`src/rtl/seq_div_if.sv`:
```
// Start/done handshake between the control FSM (master) and the sequential divider (slave).
// SEQ_DIV_DIVU_EN adds the divu select, which is sampled together with start.
interface seq_div_if #(
  parameter int unsigned WIDTH = 32
);
  logic             start;
  logic [WIDTH-1:0] dividend;
  logic [WIDTH-1:0] divisor;
`ifdef SEQ_DIV_DIVU_EN
  logic             divu;
`endif
  logic             busy;
  logic             done;
  logic             div_zero;
  logic [WIDTH-1:0] hi;
  logic [WIDTH-1:0] lo;

`ifdef SEQ_DIV_DIVU_EN
  modport master (output start, dividend, divisor, divu, input busy, done, div_zero, hi, lo);
  modport slave  (input start, dividend, divisor, divu, output busy, done, div_zero, hi, lo);
`else
  modport master (output start, dividend, divisor, input busy, done, div_zero, hi, lo);
  modport slave  (input start, dividend, divisor, output busy, done, div_zero, hi, lo);
`endif
endinterface

```
`src/rtl/seq_div_unit.sv`:
```
// Multicycle restoring divider with MIPS DIV semantics: quotient to lo, remainder to hi.
// Optional unsigned mode (divu input) is enabled with SEQ_DIV_DIVU_EN.
module seq_div_unit #(
  parameter int unsigned WIDTH = 32
) (
  input logic      clk,
  input logic      reset,
  seq_div_if.slave bus
);
  localparam int unsigned CntW = $clog2(WIDTH) + 1;

  typedef enum logic [1:0] {StIdle, StCalc, StFix, StDone} state_e;

  state_e           state_q, state_d;
  logic [CntW-1:0]  cnt_q, cnt_d;
  logic [WIDTH-1:0] rem_q, rem_d;
  logic [WIDTH-1:0] quo_q, quo_d;
  logic [WIDTH-1:0] dvs_q, dvs_d;
  logic             neg_quo_q, neg_quo_d;
  logic             neg_rem_q, neg_rem_d;
  logic [WIDTH-1:0] hi_q, hi_d;
  logic [WIDTH-1:0] lo_q, lo_d;
  logic             dz_q, dz_d;

  logic             signed_op;
  logic             a_neg, b_neg;
  logic [WIDTH-1:0] a_abs, b_abs;
  logic             div_by_zero;
  logic [WIDTH:0]   shifted;
  logic [WIDTH:0]   diff;

`ifdef SEQ_DIV_DIVU_EN
  assign signed_op = ~bus.divu;
`else
  assign signed_op = 1'b1;
`endif

  assign a_neg       = signed_op & bus.dividend[WIDTH-1];
  assign b_neg       = signed_op & bus.divisor[WIDTH-1];
  assign a_abs       = a_neg ? -bus.dividend : bus.dividend;
  assign b_abs       = b_neg ? -bus.divisor : bus.divisor;
  assign div_by_zero = (bus.divisor == '0);

  // The shifted partial remainder needs WIDTH+1 bits once the divisor's MSB is set.
  assign shifted = {rem_q, quo_q[WIDTH-1]};
  assign diff    = shifted - {1'b0, dvs_q};

  always_ff @(posedge clk or negedge reset) begin
    if (!reset) begin
      state_q <= StIdle;
    end else begin
      state_q <= state_d;
    end
  end

  always_comb begin
    state_d = state_q;
    unique case (state_q)
      StIdle: begin
        if (bus.start) begin
          state_d = div_by_zero ? StDone : StCalc;
        end
      end
      StCalc: begin
        if (cnt_q == CntW'(1)) begin
          state_d = StFix;
        end
      end
      StFix:   state_d = StDone;
      StDone:  state_d = StIdle;
      default: state_d = StIdle;
    endcase
  end

  always_comb begin
    bus.busy = (state_q != StIdle);
    bus.done = (state_q == StDone);
  end

  always_comb begin
    cnt_d     = cnt_q;
    rem_d     = rem_q;
    quo_d     = quo_q;
    dvs_d     = dvs_q;
    neg_quo_d = neg_quo_q;
    neg_rem_d = neg_rem_q;
    hi_d      = hi_q;
    lo_d      = lo_q;
    dz_d      = dz_q;
    unique case (state_q)
      StIdle: begin
        if (bus.start) begin
          dz_d      = div_by_zero;
          quo_d     = a_abs;
          rem_d     = '0;
          dvs_d     = b_abs;
          neg_quo_d = a_neg ^ b_neg;
          neg_rem_d = a_neg;
          cnt_d     = CntW'(WIDTH);
        end
      end
      StCalc: begin
        if (!diff[WIDTH]) begin
          rem_d = diff[WIDTH-1:0];
          quo_d = {quo_q[WIDTH-2:0], 1'b1};
        end else begin
          rem_d = shifted[WIDTH-1:0];
          quo_d = {quo_q[WIDTH-2:0], 1'b0};
        end
        cnt_d = cnt_q - CntW'(1);
      end
      StFix: begin
        lo_d = neg_quo_q ? -quo_q : quo_q;
        hi_d = neg_rem_q ? -rem_q : rem_q;
      end
      default: ;
    endcase
  end

  always_ff @(posedge clk or negedge reset) begin
    if (!reset) begin
      cnt_q     <= '0;
      rem_q     <= '0;
      quo_q     <= '0;
      dvs_q     <= '0;
      neg_quo_q <= 1'b0;
      neg_rem_q <= 1'b0;
      hi_q      <= '0;
      lo_q      <= '0;
      dz_q      <= 1'b0;
    end else begin
      cnt_q     <= cnt_d;
      rem_q     <= rem_d;
      quo_q     <= quo_d;
      dvs_q     <= dvs_d;
      neg_quo_q <= neg_quo_d;
      neg_rem_q <= neg_rem_d;
      hi_q      <= hi_d;
      lo_q      <= lo_d;
      dz_q      <= dz_d;
    end
  end

  assign bus.hi       = hi_q;
  assign bus.lo       = lo_q;
  assign bus.div_zero = dz_q;
endmodule

```
`src/flat_wrapper.sv`:
```
// flat-port wrapper written by rule: the top's interface ports become plain ports
module seq_div_unit_flat 
#(
  parameter int unsigned WIDTH = 32
)
  (clk, reset, bus_start, bus_dividend, bus_divisor, bus_busy, bus_done, bus_div_zero, bus_hi, bus_lo);
  seq_div_if #(.WIDTH(WIDTH)) bus_i ();
  input logic clk;
  input logic reset;
  input wire logic [$bits(bus_i.start)-1:0] bus_start;
  input wire logic [$bits(bus_i.dividend)-1:0] bus_dividend;
  input wire logic [$bits(bus_i.divisor)-1:0] bus_divisor;
  output wire logic [$bits(bus_i.busy)-1:0] bus_busy;
  output wire logic [$bits(bus_i.done)-1:0] bus_done;
  output wire logic [$bits(bus_i.div_zero)-1:0] bus_div_zero;
  output wire logic [$bits(bus_i.hi)-1:0] bus_hi;
  output wire logic [$bits(bus_i.lo)-1:0] bus_lo;
  assign bus_i.start = bus_start;
  assign bus_i.dividend = bus_dividend;
  assign bus_i.divisor = bus_divisor;
  assign bus_busy = bus_i.busy;
  assign bus_done = bus_i.done;
  assign bus_div_zero = bus_i.div_zero;
  assign bus_hi = bus_i.hi;
  assign bus_lo = bus_i.lo;
  seq_div_unit #(.WIDTH(WIDTH)) u_core (.clk(clk), .reset(reset), .bus(bus_i));
endmodule
```
`config.mk`:
```
export PLATFORM = sky130hd
export DESIGN_NAME = seq_div_unit_flat
export DESIGN_NICKNAME = d
export VERILOG_FILES = /design/src/rtl/seq_div_if.sv /design/src/rtl/seq_div_unit.sv /design/src/flat_wrapper.sv
export SDC_FILE = /design/constraint.sdc
export NUM_CORES = 1
export LEC_CHECK = 0
export CAP_MARGIN = 20
export CORE_ASPECT_RATIO = 1.4
export CORE_MARGIN = 2
export CORE_UTILIZATION = 65
export CTS_CLUSTER_SIZE = 10
export DETAILED_ROUTE_END_ITERATION = 12
export DONT_BUFFER_PORTS = 1
export PLACE_DENSITY = 0.88
export SLEW_MARGIN = 20
export SYNTH_ARGS = -nofsm -noshare
export SYNTH_HDL_FRONTEND = slang
export SYNTH_SLANG_ARGS = --single-unit
```
`constraint.sdc`:
```
create_clock -name clk -period 3.6 [get_ports clk]
set_input_delay 0.72 -clock clk [delete_from_list [all_inputs] [get_ports clk]]
set_output_delay 0.72 -clock clk [all_outputs]
set_load 0.02 [all_outputs]
```
==> summary.md <==
| Metric | Value |
|---|---|
| Dpl cell area | 0.01132 sq mm |
| Antenna violations before repair | 0 |
| Core area | 0.01675 sq mm |
| Clk sinks | 171 |
| Filler cell count | 1208 |
| Post-DP HPWL | 18830 um |
| DR DRC count | 0 |
| Grt ovf | 0 |
| Vias in the first global route | 9060 |
| Fraction of layout cells with a size suffix above 1 | 7.277% |
| Max_cap viols | 0 |
| Std-Cell Rows | 56 |
| Avg Cell Area, Syn | 8.604 sq um |
| Die outline area | 0.01823 sq mm |
| CTS tree | yes |
| First-pass GRT wire length | 42020 um |
| Fraction of the cycle the final worst path needs | 96.93% |
| Synth Flop Type | dfrtp_1 |
| Minimum clock period | 3.490 ns |
| Post-route ant nets | 0 |
| Peak Freq | 0.2866 GHz |
| Unique masters post-synth | 63 |
| Num CTS Buffers | 17 |
| Worst skew pair latency | 0.44 ns |
| Kind of critical path | reg -> reg |
| H-tree Lvls | 4 |
| Die Wd | 114.7 um |
| Initial Util | 66.59% |
| Max-slew headroom | 55.33% |
| CP endpoint kind | register |
| Reg power frac | 32.5% |
| DRT Wirelength | 26120 um |
| Vias per cell | 6.321 |
| CP startpoint kind | register |
| GPL Wtd Cong | 0.9327 |
| GRT Util Overall | 28.40% |
| Worst-Margin Slew | 0.6644 ns |
| Die Height | 159.0 um |
| PwrDens | 1113 mW/mm^2 |
| Mapped cell area | 0.01115 sq mm |
| Post-synthesis cell count | 1296 |
| DR WL/cell | 17.64 um |
| Cell Int Power | 6.926 mW |
| Register clock-pin slew on the reported worst setup and hold paths | 0.07 ns |
| Drt initial violations | 821 |
| Area growth syn-to-layout | 7.013% |
| Status | finished, violations left |
| Crit path DAT | 3.81 ns |
| Pin count of the biggest net entering global routing | 172 |
| Finished Cell Area | 0.01193 sq mm |
| Worst min path class | in -> async |
| Synth async-reset ratio | 100.0% |
| Detailed-route via count | 9362 |
| Post-synth EDFFs | 0 |
| Worst EP required | 3.92 ns |
| IR Drop Worst-Case VDD | 0.5822 mV |
| Final Hold Viols | 146 |
| Final setup violation count | 0 |
| Clk pwr share | 14.0% |
| Setup tns final | 0 ns |
| DRT Pass-1 Iters | 5 |
| CTS max path bufs | 2 |
| WHS | -0.02691 ns |
| CP Max Fanout | 6 |
| Comb power frac | 53.5% |
| Net Switching | 6.358 mW |
| Seq cells post-synth | 171 |
| Yosys warning count | 0 |
| CTS root buf | clkbuf_16 |
| RSZ-0062 raised after global routing | no |
| Switching share of power | 47.86% |
| Ant diodes | 0 |
| Number of buffers added on ports | 0 |
| Failing checks | hold timing |
| Leak | 5.231 nW |
| Post-synthesis sequential area ratio | 38.38% |
| Top Ports | 134 |
| Pins over their slew limit | 0 |
| Post-Syn Nets | 1406 |
| Nets | 1376 |
| Layout Skew | 0.009431 ns |
==> logic make-up after synthesis <==
| kind of cell | share of synthesized area [%] |
|---|---|
| simple gates | 15.81 |
| xor+xnor | 11.55 |
| flops | 38.38 |
| mux | 5.364 |
| fa+ha+maj | 4.892 |
| buf+inv | 4.163 |
| compound gates | 19.85 |
==> layout by cell type (no fill, tap or decap), drive strengths merged, types with 5 or more instances in the layout <==
cell type | synthesis | final
dfrtp | 171 | 171
nor3 | 9 | 9
or3 | 29 | 29
clkbuf | 56 | 18
nand2 | 157 | 157
xnor2 | 38 | 38
nor2b | 7 | 7
a21oi | 113 | 113
or4 | 14 | 14
o31ai | 26 | 26
nand3 | 14 | 14
a21o | 8 | 8
nor4 | 11 | 11
o21ai | 147 | 147
a31oi | 5 | 5
or2 | 12 | 12
inv | 59 | 64
and3 | 12 | 12
ha | 42 | 42
nor2 | 104 | 104
xor2 | 109 | 109
mux2 | 22 | 22
nand2b | 8 | 8
a221o | 6 | 6
o41ai | 16 | 16
o211ai | 5 | 5
a32oi | 5 | 5
mux2i | 35 | 35
buf | 8 | 15
==> layout make-up <==
| class | instances | area (sq um) | area share (%) |
|---|---|---|---|
| clock buffers | 18 | 439.2 | 3.680 |
| clock inverters | 13 | 156.4 | 1.311 |
| inverters | 59 | 221.5 | 1.856 |
| multi-input cells | 1002 | 6445 | 54.01 |
| flip-flops and latches | 171 | 4279 | 35.86 |
| well taps | 203 | 254.0 | 2.129 |
| repair buffers | 15 | 137.6 | 1.153 |
==> power groups by stage <==
stage	clock network, mW	registers, mW	logic (mW)
6_report	1.86	4.32	7.11
5_1_grt	1.95	4.44	7.87
4_1_cts	1.86	4.29	6.99
3_5_place_dp	0	4.32	6.89
3_3_place_gp	0	4.26	6.62
2_1_floorplan	0	3.96	5.63
==> per-layer routing <==
layer  vias up  routed length [um]  GRT usage [%]
met5         -                   0              0
met4         0                 968          12.98
met3        86                2044          8.146
met2       375               13170          49.46
met1      4393                9943          31.72
li1       4508                   -              -
==> registers in the layout, indices dropped and copies added (netlist names) <==
register,count
u_core.neg_rem_q,1
u_core.dvs_q,32
u_core.neg_quo_q,1
u_core.bus.div_zero,1
u_core.quo_q,32
u_core.bus.hi,32
u_core.cnt_q,6
u_core.rem_q,32
u_core.state_q,2
u_core.bus.lo,32
==> cells in the mapped netlist (all sizes together), types with 5 or more instances <==
master | number | share of area (%)
nor4 | 11 | 0.62
a32oi | 5 | 0.39
xnor2 | 38 | 3.0
o211ai | 5 | 0.34
nor2 | 104 | 3.5
dfrtp | 171 | 38
buf | 8 | 0.29
nand2b | 8 | 0.45
nand3 | 14 | 0.63
xor2 | 109 | 8.6
a221o | 6 | 0.54
or3 | 29 | 1.7
clkbuf | 56 | 1.9
a21oi | 113 | 5.1
o31ai | 26 | 1.9
nor2b | 7 | 0.39
ha | 42 | 4.7
o21ai | 147 | 6.6
inv | 59 | 2.0
and3 | 12 | 0.67
nor3 | 9 | 0.40
mux2 | 22 | 2.2
a21o | 8 | 0.54
o41ai | 16 | 1.3
or4 | 14 | 0.98
mux2i | 35 | 3.1
nand2 | 157 | 5.3
or2 | 12 | 0.72
a31oi | 5 | 0.28
==> what timing repair did <==
| item | 4_1_cts | 5_1_grt |
|---|---|---|
| buffers inserted | 0 | 1 |
| endpoints found under the hold margin | 171 | 171 |
| setup endpoints to repair | 0 | 25 |
| resized for setup | 0 | 1 |
==> final timing paths <==
path	startpoint	end	slack [ns]	cells after the start
max	u_core.rem_q[5]	u_core.bus.hi[25]	0.11	9
min	reset	u_core.bus.lo[23]	-0.03	0
max reg2reg	u_core.rem_q[5]	u_core.bus.hi[25]	0.11	9
min reg2reg	u_core.dvs_q[8]	u_core.dvs_q[8]	0.48	2
max in group asynchronous	reset	u_core.bus.hi[28]	3.48	0
min in group clk	bus_dividend[31]	u_core.neg_rem_q	0.41	2
==> through the flow <==
step	total power, mW	utilization, %	instances	setup slack [ns]	hold WS, ns
2_1_floorplan	9.597	-	1296	0.1644	0.4244
4_1_cts	13.14	71.17	1480	0.08997	-0.03197
3_3_place_gp	10.88	67.61	1449	0.01909	0.4289
5_1_grt	14.27	71.26	1481	0.01870	-0.04693
6_report	13.28	71.26	1481	0.1104	-0.02691
3_5_place_dp	11.21	67.61	1449	-0.006308	0.4297
==> worst max-delay path, cell delays in order (launching register included) <==
cell     delay, ns
dfrtp_1       0.46
or4_1         0.57
or3_1         0.39
or4_1         0.56
o31ai_2       0.32
nand2_1       0.15
a21oi_1       0.36
nand2_1       0.12
xor2_1        0.16
mux2_2        0.26
Note: power is estimated with default switching activity, not from simulation.
